File: config.mk
export PLATFORM = sky130hd
export DESIGN_NAME = mem_read_arbiter_flat
export DESIGN_NICKNAME = d
export VERILOG_FILES = /design/src/rtl/mem_read_arbiter_if.sv /design/src/rtl/mem_read_arbiter.sv /design/src/flat_wrapper.sv
export SDC_FILE = /design/constraint.sdc
export NUM_CORES = 1
export LEC_CHECK = 0
export ABC_AREA = 1
export BUFFER_PORTS_ARGS = -buffer_cell sky130_fd_sc_hd__buf_2
export CORE_AREA = 3 3 455 457
export DETAILED_ROUTE_END_ITERATION = 8
export DIE_AREA = 0 0 458 460
export HOLD_SLACK_MARGIN = 0.05
export MAX_ROUTING_LAYER = met4
export PLACE_DENSITY = 0.33
export SYNTH_ARGS = -nofsm -noshare
export SYNTH_HDL_FRONTEND = slang
export SYNTH_SLANG_ARGS = --single-unit
export TNS_END_PERCENT = 1
File: constraint.sdc
create_clock -name clk -period 1.8 [get_ports clk]
set_input_delay 0.54 -clock clk [delete_from_list [all_inputs] [get_ports clk]]
set_output_delay 0.54 -clock clk [all_outputs]
set_load 0.05 [all_outputs]
File: src/rtl/mem_read_arbiter_if.sv
// Requester, memory and status signals of the shared cache-line read path.
interface mem_read_arbiter_if #(
    parameter int unsigned NUM_REQ = 2,
    parameter int unsigned ADDR_W  = 42,
    parameter int unsigned DATA_W  = 512
);
    logic [NUM_REQ-1:0]        req_valid;
    logic [NUM_REQ*ADDR_W-1:0] req_addr;
    logic [NUM_REQ-1:0]        req_ready;
    logic                      mem_rd_valid;
    logic [ADDR_W-1:0]         mem_rd_addr;
    logic                      mem_rd_ready;
    logic                      mem_data_valid;
    logic [DATA_W-1:0]         mem_data;
    logic [NUM_REQ-1:0]        rsp_valid;
    logic [DATA_W-1:0]         rsp_data;
    logic                      busy;
    logic                      err_timeout;
    logic                      err_clear;

    // Requesters, memory block and error control.
    modport master (
        output req_valid, req_addr, mem_rd_ready, mem_data_valid, mem_data, err_clear,
        input  req_ready, mem_rd_valid, mem_rd_addr, rsp_valid, rsp_data, busy, err_timeout
    );

    // The arbiter itself.
    modport slave (
        input  req_valid, req_addr, mem_rd_ready, mem_data_valid, mem_data, err_clear,
        output req_ready, mem_rd_valid, mem_rd_addr, rsp_valid, rsp_data, busy, err_timeout
    );
endinterface

File: src/rtl/mem_read_arbiter.sv
// Round-robin arbiter sharing one cache-line read path among NUM_REQ requesters,
// one read outstanding, with a sticky timeout flag for lost reads.
module mem_read_arbiter #(
    parameter int unsigned NUM_REQ        = 2,
    parameter int unsigned ADDR_W         = 42,
    parameter int unsigned DATA_W         = 512,
    parameter int unsigned TIMEOUT_CYCLES = 1024
) (
    input  logic              clk,
    input  logic              rst_n,
    mem_read_arbiter_if.slave bus
);
    localparam int unsigned PTR_W = (NUM_REQ > 1) ? $clog2(NUM_REQ) : 1;
    localparam int unsigned TMR_W = (TIMEOUT_CYCLES > 2) ? $clog2(TIMEOUT_CYCLES) : 1;
    localparam logic [PTR_W-1:0] PTR_LAST   = PTR_W'(NUM_REQ - 1);
    localparam logic [TMR_W-1:0] TMR_LAST   = TMR_W'(TIMEOUT_CYCLES - 1);
    localparam bit               TIMEOUT_EN = (TIMEOUT_CYCLES != 0);

    typedef enum logic [1:0] {
        ST_IDLE,
        ST_ISSUE,
        ST_WAIT_RSP
    } state_e;

    state_e             state_q, state_d;
    logic [PTR_W-1:0]   rr_ptr_q, rr_ptr_d;
    logic [PTR_W-1:0]   owner_q, owner_d;
    logic [ADDR_W-1:0]  addr_q, addr_d;
    logic [TMR_W-1:0]   timer_q, timer_d;
    logic               mem_rd_valid_q, mem_rd_valid_d;
    logic [NUM_REQ-1:0] rsp_valid_q, rsp_valid_d;
    logic [DATA_W-1:0]  rsp_data_q, rsp_data_d;
    logic               busy_q, busy_d;
    logic               err_q, err_d;

    logic               found_c;
    logic [PTR_W-1:0]   win_c;
    logic [PTR_W-1:0]   next_ptr_c;
    logic               timeout_c;
    int unsigned        idx;
    logic [ADDR_W-1:0]  addr_arr [NUM_REQ];

    for (genvar g = 0; g < NUM_REQ; g++) begin : g_addr
        assign addr_arr[g] = bus.req_addr[g*ADDR_W +: ADDR_W];
    end

    // First valid requester at or above rr_ptr, wrapping.
    always_comb begin
        found_c = 1'b0;
        win_c   = '0;
        idx     = 0;
        for (int unsigned k = 0; k < NUM_REQ; k++) begin
            idx = (32'(rr_ptr_q) + k) % NUM_REQ;
            if (!found_c && bus.req_valid[PTR_W'(idx)]) begin
                found_c = 1'b1;
                win_c   = PTR_W'(idx);
            end
        end
    end

    assign bus.req_ready = (state_q == ST_IDLE && found_c) ? (NUM_REQ'(1) << win_c) : '0;
    assign next_ptr_c    = (owner_q == PTR_LAST) ? '0 : owner_q + PTR_W'(1);
    assign timeout_c     = TIMEOUT_EN && (timer_q == TMR_LAST);

    always_comb begin
        state_d        = state_q;
        rr_ptr_d       = rr_ptr_q;
        owner_d        = owner_q;
        addr_d         = addr_q;
        timer_d        = timer_q;
        mem_rd_valid_d = mem_rd_valid_q;
        rsp_valid_d    = '0;
        rsp_data_d     = rsp_data_q;
        err_d          = err_q;

        unique case (state_q)
            ST_IDLE: begin
                if (found_c) begin
                    addr_d         = addr_arr[win_c];
                    owner_d        = win_c;
                    mem_rd_valid_d = 1'b1;
                    state_d        = ST_ISSUE;
                end
            end
            ST_ISSUE: begin
                if (mem_rd_valid_q && bus.mem_rd_ready) begin
                    mem_rd_valid_d = 1'b0;
                    timer_d        = '0;
                    state_d        = ST_WAIT_RSP;
                end
            end
            ST_WAIT_RSP: begin
                timer_d = timer_q + TMR_W'(1);
                // Data arriving in the timeout cycle still wins.
                if (bus.mem_data_valid) begin
                    rsp_data_d  = bus.mem_data;
                    rsp_valid_d = NUM_REQ'(1) << owner_q;
                    rr_ptr_d    = next_ptr_c;
                    state_d     = ST_IDLE;
                end else if (timeout_c) begin
                    err_d    = 1'b1;
                    rr_ptr_d = next_ptr_c;
                    state_d  = ST_IDLE;
                end
            end
            default: state_d = ST_IDLE;
        endcase

        if (bus.err_clear) err_d = 1'b0;
        busy_d = (state_d != ST_IDLE);
    end

    always_ff @(posedge clk or negedge rst_n) begin
        if (!rst_n) begin
            state_q        <= ST_IDLE;
            rr_ptr_q       <= '0;
            owner_q        <= '0;
            addr_q         <= '0;
            timer_q        <= '0;
            mem_rd_valid_q <= 1'b0;
            rsp_valid_q    <= '0;
            rsp_data_q     <= '0;
            busy_q         <= 1'b0;
            err_q          <= 1'b0;
        end else begin
            state_q        <= state_d;
            rr_ptr_q       <= rr_ptr_d;
            owner_q        <= owner_d;
            addr_q         <= addr_d;
            timer_q        <= timer_d;
            mem_rd_valid_q <= mem_rd_valid_d;
            rsp_valid_q    <= rsp_valid_d;
            rsp_data_q     <= rsp_data_d;
            busy_q         <= busy_d;
            err_q          <= err_d;
        end
    end

    assign bus.mem_rd_valid = mem_rd_valid_q;
    assign bus.mem_rd_addr  = addr_q;
    assign bus.rsp_valid    = rsp_valid_q;
    assign bus.rsp_data     = rsp_data_q;
    assign bus.busy         = busy_q;
    assign bus.err_timeout  = err_q;

endmodule
File: src/flat_wrapper.sv
// flat-port wrapper written by rule: the top's interface ports become plain ports
module mem_read_arbiter_flat 
#(
    parameter int unsigned NUM_REQ        = 2,
    parameter int unsigned ADDR_W         = 42,
    parameter int unsigned DATA_W         = 512,
    parameter int unsigned TIMEOUT_CYCLES = 1024
)
  (clk, rst_n, bus_req_valid, bus_req_addr, bus_mem_rd_ready, bus_mem_data_valid, bus_mem_data, bus_err_clear, bus_req_ready, bus_mem_rd_valid, bus_mem_rd_addr, bus_rsp_valid, bus_rsp_data, bus_busy, bus_err_timeout);
  mem_read_arbiter_if #(.NUM_REQ(NUM_REQ), .ADDR_W(ADDR_W), .DATA_W(DATA_W)) bus_i ();
  input  logic clk;
  input  logic rst_n;
  input wire logic [$bits(bus_i.req_valid)-1:0] bus_req_valid;
  input wire logic [$bits(bus_i.req_addr)-1:0] bus_req_addr;
  input wire logic [$bits(bus_i.mem_rd_ready)-1:0] bus_mem_rd_ready;
  input wire logic [$bits(bus_i.mem_data_valid)-1:0] bus_mem_data_valid;
  input wire logic [$bits(bus_i.mem_data)-1:0] bus_mem_data;
  input wire logic [$bits(bus_i.err_clear)-1:0] bus_err_clear;
  output wire logic [$bits(bus_i.req_ready)-1:0] bus_req_ready;
  output wire logic [$bits(bus_i.mem_rd_valid)-1:0] bus_mem_rd_valid;
  output wire logic [$bits(bus_i.mem_rd_addr)-1:0] bus_mem_rd_addr;
  output wire logic [$bits(bus_i.rsp_valid)-1:0] bus_rsp_valid;
  output wire logic [$bits(bus_i.rsp_data)-1:0] bus_rsp_data;
  output wire logic [$bits(bus_i.busy)-1:0] bus_busy;
  output wire logic [$bits(bus_i.err_timeout)-1:0] bus_err_timeout;
  assign bus_i.req_valid = bus_req_valid;
  assign bus_i.req_addr = bus_req_addr;
  assign bus_i.mem_rd_ready = bus_mem_rd_ready;
  assign bus_i.mem_data_valid = bus_mem_data_valid;
  assign bus_i.mem_data = bus_mem_data;
  assign bus_i.err_clear = bus_err_clear;
  assign bus_req_ready = bus_i.req_ready;
  assign bus_mem_rd_valid = bus_i.mem_rd_valid;
  assign bus_mem_rd_addr = bus_i.mem_rd_addr;
  assign bus_rsp_valid = bus_i.rsp_valid;
  assign bus_rsp_data = bus_i.rsp_data;
  assign bus_busy = bus_i.busy;
  assign bus_err_timeout = bus_i.err_timeout;
  mem_read_arbiter #(.NUM_REQ(NUM_REQ), .ADDR_W(ADDR_W), .DATA_W(DATA_W), .TIMEOUT_CYCLES(TIMEOUT_CYCLES)) u_core (.clk(clk), .rst_n(rst_n), .bus(bus_i));
endmodule
==> flow_metrics.py <==
metrics = {
    "outcome": {
        "outcome": "finished, violations left",
        "violations": "setup timing",
    },
    "synth": {
        "ys_ff_latch": 573,
        "synth_area_per_cell_um2": 8.83,
        "synth_area_um2": 22100,
        "yosysWarnings": 0,
        "synth_nets": 3107,
        "syn_inst": 2503,
        "ys_async_sr_fraction_pct": 100,
        "synth-main-ff-cell": "dfrtp_1",
        "synth_edf_count": 0,
        "synth_cell_types": 22,
        "ys_seq_area_share_pct": 64.9,
    },
    "floorplan": {
        "fp.dieArea_um2": 211000,
        "core_um2": 204000,
        "ios": 1164,
        "die_y_um": 460,
        "rows": 166,
        "start_util_pct": 10.8,
        "die_w_um": 458,
    },
    "sta": {
        "skew_ns": 0.0459,
        "drv_slew": 0,
        "relSlewSlack_pct": 50.2,
        "fin_setup_tns_ns": -3.17,
        "worst_slew_pin_slew_ns": 0.747,
        "fmax_mhz": 438,
        "whs_ns": 0.135,
        "rsz0062_at_grt": "true",
        "setup_viol": 81,
        "hold_viol": 0,
        "finalWorstSetupSlack_ns": -0.485,
        "min_period_over_period_pct": 127,
        "period_minus_slack_ns": 2.28,
    },
    "grt": {
        "grt_overflow": 0,
        "grt_max_degree": 56,
        "grt_pass1_vias": 24900,
        "grt.total_usage_pct": 13.4,
        "grt_pass1_wl_um": 196000,
        "antenna_found_initial": 62,
    },
    "detailed_routing": {
        "first_iter_violations": 1177,
        "vias_per_cell": 3.33,
        "wl_per_cell_um": 20.1,
        "drc": 0,
        "antenna_left": 0,
        "drt_pass1_iterations": 7,
        "drt-total-wl_um": 142000,
        "via_count": 23500,
    },
    "worst_setup_path": {
        "reg2reg_slack_ns": 0.09,
        "crit_slowest_cell": "dfrtp_1",
        "r2r-end": "u_core.bus.rsp_data[177]",
        "reg2regPathDepth": 8,
        "path_max_fanout": 3,
        "startpoint": "u_core.state_q[1]",
        "start_kind": "flip-flop",
        "r2r_start": "u_core.state_q[1]",
        "cp.arrival_ns": 1.74,
        "setup.worst_path.end_class": "output port",
        "path_class": "reg2out",
        "cp.required_ns": 1.26,
        "crit_chain": "nor2_1 > buf_4 > o21ai_4 > a21oi_4 > buf_6",
        "slowest_delay_ns": 0.37,
    },
    "place": {
        "gp_congestion": 0.856,
        "port_buffers": 1163,
        "dp.final_hpwl_um": 115000,
        "placed_area_um2": 31700,
    },
    "clocking": {
        "clkLatencyLatePin_ns": 0.69,
        "cts-buffers-inserted": 80,
        "clockBufferDepth": 3,
        "cts_tree": "done",
        "path_clk_slew_ns": 0.06,
        "clock_sinks": 573,
        "cts_root_buffer": "clkbuf_16",
        "htreeDepth": 3,
    },
    "worst_hold_path": {
        "whs_path_depth": 3,
        "hp-start": "bus_mem_data[501]",
        "hold_path_end": "u_core.bus.rsp_data[501]",
        "hold_class": "in2reg",
    },
    "pwr": {
        "power_density_nw_per_um2": 2000,
        "p_leak_uw": 0.0221,
        "peakVddDrop_mv": 0.930,
    },
    "finish": {
        "syn2layout_area_growth_pct": 96.8,
        "post_route_cells_drive_above_1_share_pct": 33.6,
        "design_area_um2": 43500,
        "nFillCells": 22600,
        "fin_nets": 4870,
    },
    "job": {
        "max_cap_violations": 0,
    },
}
==> logic make-up (layout without fill, tap and decap cells) <==
| family | Yosys count | in the layout | synth area share (%) |
|---|---|---|---|
| AND/OR/NAND/NOR | 1765 | 1765 | 30.4 |
| AO/OA/AOI/OAI | 18 | 18 | 0.430 |
| other | 0 | 45 | 0 |
| adder cells (fa/ha/maj) | 1 | 1 | 0.0566 |
| buffers and inverters | 146 | 1968 | 4.20 |
| flip-flops | 573 | 573 | 64.9 |
==> stage by stage <==
step	worst slack [ns]	cells	util, %	power [uW]
finish	-0.485	7058	21.3	86800
global route	-0.604	7057	21.3	91600
CTS	-0.631	7013	20.6	85700
detailed placement	-0.165	6351	15.5	61500
global placement	-0.159	6351	15.5	61500
floorplan	0.0242	2503	-	48000
==> power by group <==
part           internal (uW)  switching, uW
registers              18700           4940
logic                  15500          31000
clock network          10000           6680
==> cell type report <==
type | instances | area [um^2] | area share [%]
clock inverters | 23 | 333 | 0.765
diodes | 45 | 113 | 0.259
repair buffers | 1807 | 16000 | 36.7
clock buffers | 118 | 2380 | 5.47
multi-input cells | 1784 | 6860 | 15.8
well taps | 2688 | 3360 | 7.74
flip-flops and latches | 573 | 14400 | 33.1
inverters | 20 | 91.3 | 0.210
==> synthesized netlist by cell type, types with 2 or more instances <==
cell type | count | area [um^2]
a21oi_1 | 4 | 20.0
buf_2 | 37 | 185
buf_4 | 78 | 586
buf_6 | 5 | 56.3
clkbuf_1 | 6 | 22.5
dfrtp_1 | 573 | 14300
inv_1 | 19 | 71.3
nand2_1 | 1693 | 6350
nand3_1 | 52 | 260
nand4_1 | 2 | 12.5
nor2_1 | 13 | 48.8
o21ai_0 | 11 | 55.1
==> worst max-delay path, delay by kind of cell, from the launching register on <==
kind / cells / cell delay (ns)
buffers and inverters: 2 / 0.33
AND/OR/NAND/NOR: 1 / 0.11
flip-flops: 1 / 0.37
AO/OA/AOI/OAI: 2 / 0.23
==> routing by layer <==
layer  track usage, %  vias to the layer above  part of all wire (%)
met5                -                        -                     0
met4             3.39                        0                   2.1
li1                 -                    11200                     -
met2             22.1                      968                    48
met1             15.1                    11100                    40
met3             5.50                      171                   9.7
==> flip-flops by register name, summed over array words and instances, names as in the netlist <==
register	count
u_core.bus.rsp_data	512
u_core.bus.mem_rd_addr	42
u_core.timer_q	10
u_core.bus.rsp_valid	2
u_core.state_q	2
u_core.bus.busy	1
u_core.bus.err_timeout	1
u_core.bus.mem_rd_valid	1
u_core.owner_q	1
u_core.rr_ptr_q	1
==> cells in the final DEF (no fill, tap or decap), drive strengths merged <==
cell	count
diode	45
dfrtp	573
a21oi	5
nand4	2
nand3	52
bufinv	6
o21ai	12
ha	1
nor2	15
clkinvlp	5
buf	1286
clkinv	10
inv	22
clkbuf	118
nand3b	1
o22ai	1
nor3	1
dlygate4sd3	521
nand2	1694
==> worst max-delay path by stage <==
| stage | endpoint | slack [ns] | cells past startpoint |
|---|---|---|---|
| finish | bus_req_ready[0] | -0.48 | 5 |
| global route | bus_req_ready[0] | -0.60 | 5 |
| CTS | bus_req_ready[0] | -0.63 | 5 |
| detailed placement | u_core.bus.rsp_data[9] | -0.17 | 8 |
| global placement | u_core.bus.rsp_data[142] | -0.16 | 7 |
| floorplan | bus_req_ready[1] | 0.02 | 4 |
==> what timing repair did <==
item / in CTS / in global routing
hold endpoints to repair: 646 / 0
gates resized for setup: 812 / 581
setup endpoints to repair: 561 / 662
setup buffers: 0 / 0
pin swaps: 0 / 1
hold buffers: 521 / 0
No activity file was read; power rests on OpenSTA's default activity.
